`src/rtl/vga_pkg.sv`:
```
// vga_pkg: shared constants for the 640x480@60 Hz raster timing block.
//   - default horizontal/vertical timing values and their totals
//   - colour and coordinate widths used on the block's ports
package vga_pkg;

    localparam int H_ACTIVE = 640;
    localparam int H_FP     = 16;
    localparam int H_SYNC   = 96;
    localparam int H_BP     = 48;
    localparam int H_TOTAL  = H_ACTIVE + H_FP + H_SYNC + H_BP;   // 800

    localparam int V_ACTIVE = 480;
    localparam int V_FP     = 10;
    localparam int V_SYNC   = 2;
    localparam int V_BP     = 33;
    localparam int V_TOTAL  = V_ACTIVE + V_FP + V_SYNC + V_BP;   // 525

    localparam int RGB_W    = 12;
    localparam int COORD_W  = 11;

endpackage

```
`src/rtl/vga_timing_gen_sync_delay.sv`:
```
// sync_delay: WIDTH x DEPTH shift register with a synchronous reset value.
//   clk     - clock
//   reset   - synchronous active-high; every stage loads rst_val
//   rst_val - value loaded into all stages on reset
//   d       - input word
//   q       - d delayed by DEPTH clocks (DEPTH >= 1)
module sync_delay #(
    parameter int WIDTH = 3,
    parameter int DEPTH = 2
) (
    input  logic             clk,
    input  logic             reset,
    input  logic [WIDTH-1:0] rst_val,
    input  logic [WIDTH-1:0] d,
    output logic [WIDTH-1:0] q
);

    logic [DEPTH-1:0][WIDTH-1:0] stage;

    always_ff @(posedge clk) begin
        if (reset) begin
            for (int i = 0; i < DEPTH; i++)
                stage[i] <= rst_val;
        end else begin
            stage[0] <= d;
            for (int i = 1; i < DEPTH; i++)
                stage[i] <= stage[i-1];
        end
    end

    assign q = stage[DEPTH-1];

endmodule

```
`src/rtl/vga_timing_gen.sv`:
```
// vga_timing_gen: VGA raster timing generator.
//   clk, reset   - pixel clock, synchronous active-high reset
//   x, y         - raster counters handed to the colour stage
//   de           - x/y inside the visible area (aligned with x/y)
//   frame_start  - high for the single cycle where x==0 && y==0
//   rgb_in       - colour for x/y, returned PIPE_DLY clocks later
//   vga_hs/vs    - registered syncs aligned with vga_rgb
//   vga_rgb      - registered colour, forced to 0 outside the visible area
module vga_timing_gen
    import vga_pkg::*;
#(
    parameter int H_ACTIVE = vga_pkg::H_ACTIVE,
    parameter int H_FP     = vga_pkg::H_FP,
    parameter int H_SYNC   = vga_pkg::H_SYNC,
    parameter int H_BP     = vga_pkg::H_BP,
    parameter int V_ACTIVE = vga_pkg::V_ACTIVE,
    parameter int V_FP     = vga_pkg::V_FP,
    parameter int V_SYNC   = vga_pkg::V_SYNC,
    parameter int V_BP     = vga_pkg::V_BP,
    parameter bit SYNC_POL = 1'b0,
    parameter int PIPE_DLY = 2
) (
    input  logic               clk,
    input  logic               reset,
    output logic [COORD_W-1:0] x,
    output logic [COORD_W-1:0] y,
    output logic               de,
    output logic               frame_start,
    input  logic [RGB_W-1:0]   rgb_in,
    output logic               vga_hs,
    output logic               vga_vs,
    output logic [RGB_W-1:0]   vga_rgb
);

    localparam int H_TOT = H_ACTIVE + H_FP + H_SYNC + H_BP;
    localparam int V_TOT = V_ACTIVE + V_FP + V_SYNC + V_BP;

    localparam logic [COORD_W-1:0] H_LAST = COORD_W'(H_TOT - 1);
    localparam logic [COORD_W-1:0] V_LAST = COORD_W'(V_TOT - 1);
    localparam logic [COORD_W-1:0] H_VIS  = COORD_W'(H_ACTIVE);
    localparam logic [COORD_W-1:0] V_VIS  = COORD_W'(V_ACTIVE);
    localparam logic [COORD_W-1:0] HS_BEG = COORD_W'(H_ACTIVE + H_FP);
    localparam logic [COORD_W-1:0] HS_END = COORD_W'(H_ACTIVE + H_FP + H_SYNC);
    localparam logic [COORD_W-1:0] VS_BEG = COORD_W'(V_ACTIVE + V_FP);
    localparam logic [COORD_W-1:0] VS_END = COORD_W'(V_ACTIVE + V_FP + V_SYNC);

    logic [COORD_W-1:0] h, v;
    logic               hs_raw, vs_raw;
    logic               hs_dly, vs_dly, de_dly;

    // Raster counters: v advances only when h wraps.
    always_ff @(posedge clk) begin
        if (reset) begin
            h <= '0;
            v <= '0;
        end else if (h == H_LAST) begin
            h <= '0;
            v <= (v == V_LAST) ? '0 : v + 1'b1;
        end else begin
            h <= h + 1'b1;
        end
    end

    assign x           = h;
    assign y           = v;
    assign de          = (h < H_VIS) && (v < V_VIS);
    assign frame_start = (h == '0) && (v == '0);

    assign hs_raw = (h >= HS_BEG && h < HS_END) ? SYNC_POL : ~SYNC_POL;
    assign vs_raw = (v >= VS_BEG && v < VS_END) ? SYNC_POL : ~SYNC_POL;

    // Match the colour stage latency so syncs/de land with rgb_in.
    sync_delay #(
        .WIDTH (3),
        .DEPTH (PIPE_DLY)
    ) u_sync_delay (
        .clk     (clk),
        .reset   (reset),
        .rst_val ({~SYNC_POL, ~SYNC_POL, 1'b0}),
        .d       ({hs_raw, vs_raw, de}),
        .q       ({hs_dly, vs_dly, de_dly})
    );

    // Pin register; the mux keeps undriven/X colour from leaking in blanking.
    always_ff @(posedge clk) begin
        if (reset) begin
            vga_hs  <= ~SYNC_POL;
            vga_vs  <= ~SYNC_POL;
            vga_rgb <= '0;
        end else begin
            vga_hs  <= hs_dly;
            vga_vs  <= vs_dly;
            vga_rgb <= de_dly ? rgb_in : '0;
        end
    end

endmodule

```
`config.mk`:
```
export PLATFORM = sky130hd
export DESIGN_NAME = vga_timing_gen
export DESIGN_NICKNAME = d
export VERILOG_FILES = /design/src/rtl/vga_pkg.sv /design/src/rtl/vga_timing_gen_sync_delay.sv /design/src/rtl/vga_timing_gen.sv
export SDC_FILE = /design/constraint.sdc
export NUM_CORES = 1
export LEC_CHECK = 0
export BUFFER_PORTS_ARGS = -buffer_cell sky130_fd_sc_hd__buf_2
export CAP_MARGIN = 20
export CORE_ASPECT_RATIO = 1.5
export CORE_MARGIN = 2
export CORE_UTILIZATION = 40
export CTS_BUF_LIST = sky130_fd_sc_hd__clkbuf_16
export DETAILED_ROUTE_END_ITERATION = 7
export PLACE_DENSITY_LB_ADDON = 0.3
export SYNTH_ARGS = -nofsm -noshare
export SYNTH_HDL_FRONTEND = slang
export SYNTH_SLANG_ARGS = --single-unit
```
`constraint.sdc`:
```
create_clock -name clk -period 2.7 [get_ports clk]
set_input_delay 0.54 -clock clk [delete_from_list [all_inputs] [get_ports clk]]
set_output_delay 0.54 -clock clk [all_outputs]
set_load 0.02 [all_outputs]
```
# Word-level counts from Yosys, hierarchy flattened
# Index checks and enable logic that the tools add are counted.
[totals]
register_bits = 42
out_inout_bits = 38
[classes]
eq_ne = 2
n_addsub = 2
n_reduce_logical = 8
muxes = 3
bitwise = 1
order_cmp = 6
[ops]
columns = ["cell", "n"]
rows = [
  ["adder 11 x 1 -> 11 bit (second input constant)", 2],
  ["== test 11 x 10 -> 1 bit (second input constant)", 2],
  ["logical NOT 11 bit", 2],
  ["less-than comparator 11 x 10 -> 1 bit (second input constant)", 2],
  ["less-than comparator 11 x 9 -> 1 bit (second input constant)", 2],
  ["greater-or-equal comparator 11 x 10 -> 1 bit (second input constant)", 1],
  ["greater-or-equal comparator 11 x 9 -> 1 bit (second input constant)", 1],
  ["2-to-1 mux 11 bit", 1],
  ["logical AND 1 bit", 4],
  ["OR reduction 2 bit", 2],
  ["2-to-1 mux 1 bit", 2],
  ["inverter 1 bit", 1],
]

# Depth between registers and ports, before layout
# Gate-level depths: netlist of run 1.
[depth]
word_depth = 3
ltp_mapped = 7
ltp_nobuf = 6

# Cells and area by module
# Synthesis of run 1 repeated with hierarchy kept, for this count alone.
[unflattened]
cells_unflattened = 184
area_unflattened_um2 = 1765.4
[by_module_without_submodules]
columns = ["mod", "area_each_um2", "seq_area_each_um2", "cells_per_inst", "instances"]
rows = [
  ["vga_timing_gen", 1521.5, 720.7, 168, 1],
  ["sync_delay", 244.0, 120.1, 16, 1],
]

# Worst setup path before layout of run 1
# Ideal clock, no wire load.
[synth_timing]
path_type = "register to register"
from = "reg h[5] (netlist: x[5])"
to = "reg v[10] (netlist: y[10])"
setup_time_ps = 71
synth_period_minus_slack_ps = 2265
arrival_ps = 2194
n_path_buf = 2
stages_incl_launch_ff = 7
setup_slack_ps = 435
cell_sequence = "dfxtp_1 -> buf_6 -> or4_4 -> buf_6 -> or4_4 -> or3_1 -> a21oi_1"
[synth_via]
elab_chain_cells = 1
[synth_lines]
columns = ["element", "line", "rtl"]
rows = [
  ["start, declared", "vga_timing_gen.sv:47", "logic [COORD_W-1:0] h, v;"],
  ["start signal, assigned", "vga_timing_gen.sv:60", "h <= h + 1'b1;"],
  ["== test 11 x 10 -> 1 bit", "vga_timing_gen.sv:56", "end else if (h == H_LAST) begin"],
  ["end signal, assigned", "vga_timing_gen.sv:58", "v <= (v == V_LAST) ? '0 : v + 1'b1;"],
  ["end, declared", "vga_timing_gen.sv:47", ""],
]
# Every way passes these cells.
# A chain may end at the register's enable or synchronous reset.

# Worst setup path after layout of run 1
[layout_timing]
from = "reg h[0] (netlist: x[0])"
to = "out frame_start"
[layout_via]
elab_chain_cells = 2
[layout_lines]
columns = ["element", "line", "rtl"]
rows = [
  ["logical NOT 11 bit", "vga_timing_gen.sv:67", "assign frame_start = (h == '0) && (v == '0);"],
  ["logical AND 1 bit", "vga_timing_gen.sv:67", ""],
  ["end, declared", "vga_timing_gen.sv:28", "output logic frame_start,"],
]
# Every way passes these cells.

==> results of run 1 <==
-- report_power, final --
part / switching (mW) / total [mW] / internal, mW
sequential: 0.00608 / 0.636 / 0.630
combinational: 0.0373 / 0.0638 / 0.0265
clock: 0.214 / 0.642 / 0.429
-- metrics by stage --
stage / power, mW / cell area, um2 / cells / hold slack (ns)
after floorplan: 0.6867 / 1683 / 183 / 0.3895
after global placement: 0.7137 / 1953 / 271 / 0.3954
after detailed placement: 0.7139 / 1953 / 271 / 0.3945
after CTS: 1.361 / 2116 / 279 / 0.4083
after global routing: 1.388 / 2116 / 279 / 0.4154
final: 1.342 / 2116 / 279 / 0.4070
-- metal layers --
layer / vias up / part of all wire [%] / track usage (%)
li1: 713 / - / -
met1: 614 / 41 / 17.10
met2: 57 / 47 / 26.65
met3: 12 / 7.9 / 5.452
met4: 0 / 3.3 / 8.457
met5: - / 0 / 0
-- cells by family after synthesis --
logic type / after synthesis / share of synthesized area (%)
simple gates: 93 / 30.41
buf+inv: 18 / 4.907
flops: 42 / 49.96
xor+xnor: 15 / 7.806
compound gates: 11 / 3.940
fa+ha+maj: 4 / 2.974
-- how the worst max path moves through the flow --
stage	slack (ns)	endpoint	cells past startpoint
detailed placement	0.55	y[10]	4
global placement	0.59	y[10]	4
floorplan	0.43	y[10]	6
CTS	0.54	y[7]	4
global route	0.45	y[10]	4
finish	0.53	frame_start	6
-- sequential cells by signal, indices dropped and copies added, names as in the netlist --
name and cells:
u_sync_delay.q 3, vga_rgb 12, x 11, u_sync_delay.stage 3
y 11, vga_hs 1, vga_vs 1
-- cells in the final DEF, fill, tap and decap left out, types with 6 or more instances in the layout --
cell type | netlist | layout
dfxtp_1 | 42 | 42
buf_2 | 0 | 51
nand4_1 | 6 | 6
nand3_1 | 11 | 11
nor3_1 | 7 | 7
inv_1 | 9 | 11
xnor2_1 | 11 | 11
nor2_1 | 21 | 21
nand2_1 | 7 | 7
and2_1 | 13 | 13
nor4_1 | 7 | 7
-- final cells by class --
class / count / area [um2] / area share, %
sequential: 42 / 840.8 / 39.74
multi-input combinational: 123 / 759.5 / 35.90
timing repair buffer: 52 / 262.8 / 12.42
clock buffer: 5 / 125.1 / 5.914
tap: 45 / 56.30 / 2.661
clock inverter: 3 / 37.54 / 1.774
inverter: 9 / 33.78 / 1.597
==> impl_metrics.env, run 1 <==
export IMPL_die_height_um=83.44
export IMPL_cp_cell_sequence="inv_1 -> ha_1 -> nor4b_1 -> nand4_1 -> nor2_1 -> buf_2"
export IMPL_syn_to_final_growth_pct=25.72
export IMPL_grt_start_max_net_pins=15
export IMPL_crit_start="x[0]"
export IMPL_rrSetupSlack_ns=0.53
export IMPL_worst_skew_pair_late_latency_ns=0.28
export IMPL_synth_cell_type_count=27
export IMPL_critPathMaxStageDelay_ns=0.34
export IMPL_grt_pass1_vias=1320
export IMPL_wirelength_um=3509
export IMPL_clock_sinks=42
export IMPL_antenna_cells=0
export IMPL_cellLeakagePower_nw=0.9058
export IMPL_yosys_top_cells_area="dfxtp_1, xnor2_1, and2_1"
export IMPL_ant_nets=0
export IMPL_clkTransAtPathRegs_ns=0.06
export IMPL_ios=52
export IMPL_dp_hpwl_um=2588
export IMPL_hp_start="u_sync_delay.q[1]"
export IMPL_cts_inserted_buffers=5
export IMPL_cts_path_max_buffers=2
export IMPL_routed_via_density=5.004
export IMPL_yosys_area_top_type_share_pct=49.96
export IMPL_hold_viol=0
export IMPL_synth_top_cells_by_count="dfxtp_1, nor2_1, and2_1, nand3_1, xnor2_1"
export IMPL_grtUsageTotal_pct=15.89
export IMPL_cp_max_fo=5
export IMPL_nNetsFinal=251
export IMPL_initial_core_util_pct=42.14
export IMPL_crit_slowest_cell="dfxtp_1"
export IMPL_synth_edf_count=0
export IMPL_finalSetupViolations=0
export IMPL_synth_yosys_seq_area_share_pct=49.96
export IMPL_power_density_mw_per_mm2=634.4
export IMPL_route_detailed_drc=0
export IMPL_fillers=392
export IMPL_num_vias=1396
export IMPL_slew_headroom_pct=64.66
export IMPL_holdPathStages=1
export IMPL_cp_buffers_inverters=2
export IMPL_cp_top_family="simple AND/OR/NAND/NOR gates"
export IMPL_drt_pass1_iter_count=4
export IMPL_die_area_mm2=0.004753
export IMPL_fmax_mhz=460.3
export IMPL_min_period_over_period_pct=80.46
export IMPL_path_class="flip-flop to primary output"
export IMPL_dp_slack_ns=0.5523
export IMPL_clock_skew_ns=0.003597
export IMPL_vdd_ir_drop_max_uv=639.7
export IMPL_drive_gt1_share_pct=28.63
export IMPL_root_buffer="clkbuf_16"
export IMPL_fin_tns_setup_ns=0
export IMPL_hold_buffers=0
export IMPL_drv_cap=0
export IMPL_post_cts_buffers=0
export IMPL_rsz0062_at_grt="no"
export IMPL_async_flop_share_pct=0
export IMPL_synth_area_mm2=0.001683
export IMPL_cp_end_kind="primary output"
export IMPL_gp_congestion=0.8332
export IMPL_htreeDepth=2
export IMPL_synth_flop_cell="dfxtp_1"
export IMPL_avgSynthCellArea_um2=9.196
export IMPL_rr_startpoint="x[5]"
export IMPL_antenna_found_initial=0
export IMPL_hp_class="flip-flop to flip-flop"
export IMPL_syn_num_nets=201
export IMPL_reg2regPathDepth=4
export IMPL_startpoint_type="flip-flop"
export IMPL_drt_iter0_drc=28
export IMPL_rows=28
export IMPL_run_status="complete, no violations"
export IMPL_tritoncts="yes"
export IMPL_fin_ws_ns=0.5276
export IMPL_yosysMostFrequentCell="dfxtp_1"
export IMPL_fin_crit_ns=2.172
export IMPL_yosys_warnings=0
export IMPL_overflow=0
export IMPL_tightest_slew_ns=0.5291
export IMPL_holdPathEnd="vga_vs"
export IMPL_crit_arrival_ns=1.63
export IMPL_timing_rr_end="y[10]"
export IMPL_io_buffers=51
export IMPL_required_ns=2.16
export IMPL_synth_ff_latch_count=42
export IMPL_fp_dieW_um=56.96
export IMPL_synth_area_leader_cell="dfxtp_1"
export IMPL_synthCells=183
export IMPL_wl_per_cell_um=12.58
export IMPL_grt_first_pass_wirelength_um=5913
export IMPL_core_mm2=0.003994
export IMPL_ctsResizeCount=0
export IMPL_slew_viol_final=0
export IMPL_utilization_pct=52.98
No activity file was read; power rests on OpenSTA's default activity.
==> run 2: changes to the inputs <==
==> constraint.sdc (replaced) <==
create_clock -name clk -period 2 [get_ports clk]
set_input_delay 0.4 -clock clk [delete_from_list [all_inputs] [get_ports clk]]
set_output_delay 0.4 -clock clk [all_outputs]
set_load 0.02 [all_outputs]
==> run 2 against run 1 <==
- critical path depth decreased by 2
- register-to-register slack got worse by 0.49 ns
- sequential power increased by 34%
- non-clock buffer count increased by 14
- sequential share of layout area decreased by 2.1 points
- worst hold slack got worse by 0.087 ns
==> impl_metrics.env, run 2 (synthesized netlist as in run 1, its figures left out) <==
export IMPL_rows=28
export IMPL_die_height_um=83.44
export IMPL_grt_first_pass_wirelength_um=6120
export IMPL_register_area_um2=852.1
export IMPL_netSwitchingFraction_pct=20.66
export IMPL_overflow=0
export IMPL_reg2regPathDepth=4
export IMPL_utilization_pct=56.74
export IMPL_cts_path_max_buffers=2
export IMPL_die_area_mm2=0.004753
export IMPL_holdPathStages=2
export IMPL_run_status="complete, no violations"
export IMPL_holdPathEnd="vga_rgb[5]"
export IMPL_hp_class="input port to flip-flop"
export IMPL_finalNonFillerCells=293
export IMPL_pwr_share_clk_pct=47.2
export IMPL_max_flop_register="vga_rgb"
export IMPL_cts_inserted_buffers=5
export IMPL_rrSetupSlack_ns=0.04
export IMPL_hold_buffers=0
export IMPL_core_mm2=0.003994
export IMPL_rsz0062_at_grt="no"
export IMPL_ios=52
export IMPL_timing_rr_end="y[10]"
export IMPL_nNetsFinal=265
export IMPL_tritoncts="yes"
export IMPL_slew_headroom_pct=67.28
export IMPL_wl_per_cell_um=12.71
export IMPL_htreeDepth=2
export IMPL_numPlacedInstances=284
export IMPL_required_ns=2.21
export IMPL_grt_pass1_vias=1396
export IMPL_tightest_slew_ns=0.4898
export IMPL_wirelength_um=3723
export IMPL_antenna_found_initial=0
export IMPL_fillers=377
export IMPL_cellLeakagePower_nw=0.9909
export IMPL_initial_core_util_pct=42.14
export IMPL_layout_common_cells="buf_2, dfxtp_1, nor2_1"
export IMPL_fin_crit_ns=1.965
export IMPL_cp_max_fo=5
export IMPL_route_detailed_drc=0
export IMPL_vdd_ir_drop_max_uv=601.2
export IMPL_slew_viol_final=0
export IMPL_routed_via_density=4.935
export IMPL_worst_skew_pair_late_latency_ns=0.28
export IMPL_power_density_mw_per_mm2=790.5
export IMPL_p_int_mw=1.421
export IMPL_io_buffers=51
export IMPL_finalSetupViolations=0
export IMPL_gp_congestion=0.8098
export IMPL_final_common_cell="buf_2"
export IMPL_multiInputGateArea_um2=793.3
export IMPL_startpoint_type="flip-flop"
export IMPL_min_period_over_period_pct=98.24
export IMPL_grtUsageTotal_pct=16.36
export IMPL_num_vias=1446
export IMPL_rr_startpoint="x[10]"
export IMPL_grt_start_max_net_pins=15
export IMPL_crit_arrival_ns=2.18
export IMPL_p_comb_share_pct=5.0
export IMPL_path_class="flip-flop to flip-flop"
export IMPL_ant_nets=0
export IMPL_clock_skew_ns=0.002124
export IMPL_drv_cap=0
export IMPL_drive_gt1_share_pct=37.90
export IMPL_drt_iter0_drc=22
export IMPL_drt_pass1_iter_count=4
export IMPL_antenna_cells=0
export IMPL_fmax_mhz=508.9
export IMPL_hp_start="rgb_in[5]"
export IMPL_fp_dieW_um=56.96
export IMPL_clkTransAtPathRegs_ns=0.06
export IMPL_root_buffer="clkbuf_16"
export IMPL_syn_to_final_growth_pct=34.65
export IMPL_dp_hpwl_um=2787
export IMPL_p_seq_share_pct=47.8
export IMPL_cp_end_kind="flip-flop"
export IMPL_clock_sinks=42
export IMPL_largest_reg_flops=12
export IMPL_p_switching_uw=370.0
export IMPL_hold_viol=0
==> run 2: metal layers <==
| metal | vias up | routed length, um | global-route usage [%] |
|---|---|---|---|
| li1 | 737 | - | - |
| met1 | 647 | 1551 | 18.08 |
| met2 | 54 | 1844 | 27.59 |
| met3 | 8 | 224 | 4.984 |
| met4 | 0 | 102 | 8.245 |
| met5 | - | 0 | 0 |
==> run 2: how the worst max path moves through the flow <==
stage | slack, ns | to | cells after the start | start
after global routing | 0.006 | y[8] | 4 | x[10]
after CTS | 0.02 | frame_start | 5 | x[5]
after global placement | 0.1 | y[9] | 4 | x[10]
after detailed placement | 0.03 | y[10] | 5 | x[0]
final | 0.04 | y[10] | 4 | x[10]
after floorplan | -0.05 | y[9] | 5 | x[10]
==> run 2: timing repair <==
item	in CTS	in global routing
setup endpoints to repair	0	5
hold endpoints to repair	0	0
buffers inserted	0	1
resized for setup	0	9
==> run 2: power groups by stage <==
stage                     clock [mW]  sequential, mW  combinational [mW]
after floorplan                    0           0.888              0.0359
after CTS                      0.867           0.855              0.0868
after global placement             0           0.873              0.0862
after global routing           0.907           0.856              0.0992
after detailed placement           0           0.874              0.0861
final                          0.846           0.855              0.0895
==> run 2: cell type report <==
type / count / area share [%]
Clock buffer: 6 / 6.626
Clock inverter: 2 / 0.4417
Inverter: 9 / 1.491
Multi-Input combinational cell: 123 / 35.01
Sequential cell: 42 / 37.60
Tap cell: 45 / 2.485
Timing Repair Buffer: 66 / 16.34
==> run 2: metrics by stage <==
stage	area, um2	setup WS, ns	setup TNS (ns)	total power, mW	hold WS, ns
after detailed placement	2061	0.02949	0	0.9596	0.3932
after global placement	2061	0.09625	0	0.9591	0.3906
after floorplan	1693	-0.04920	-0.06542	0.9243	0.3895
after CTS	2221	0.02125	0	1.809	0.3163
final	2266	0.03515	0	1.791	0.3205
after global routing	2266	0.006482	0	1.862	0.3150
==> run 2: critical path, cell delays in order, from the launching register on <==
cell     delay [ns]
dfxtp_4        0.34
or4_4          0.54
or4_4          0.56
or3_4          0.35
a21oi_2        0.12
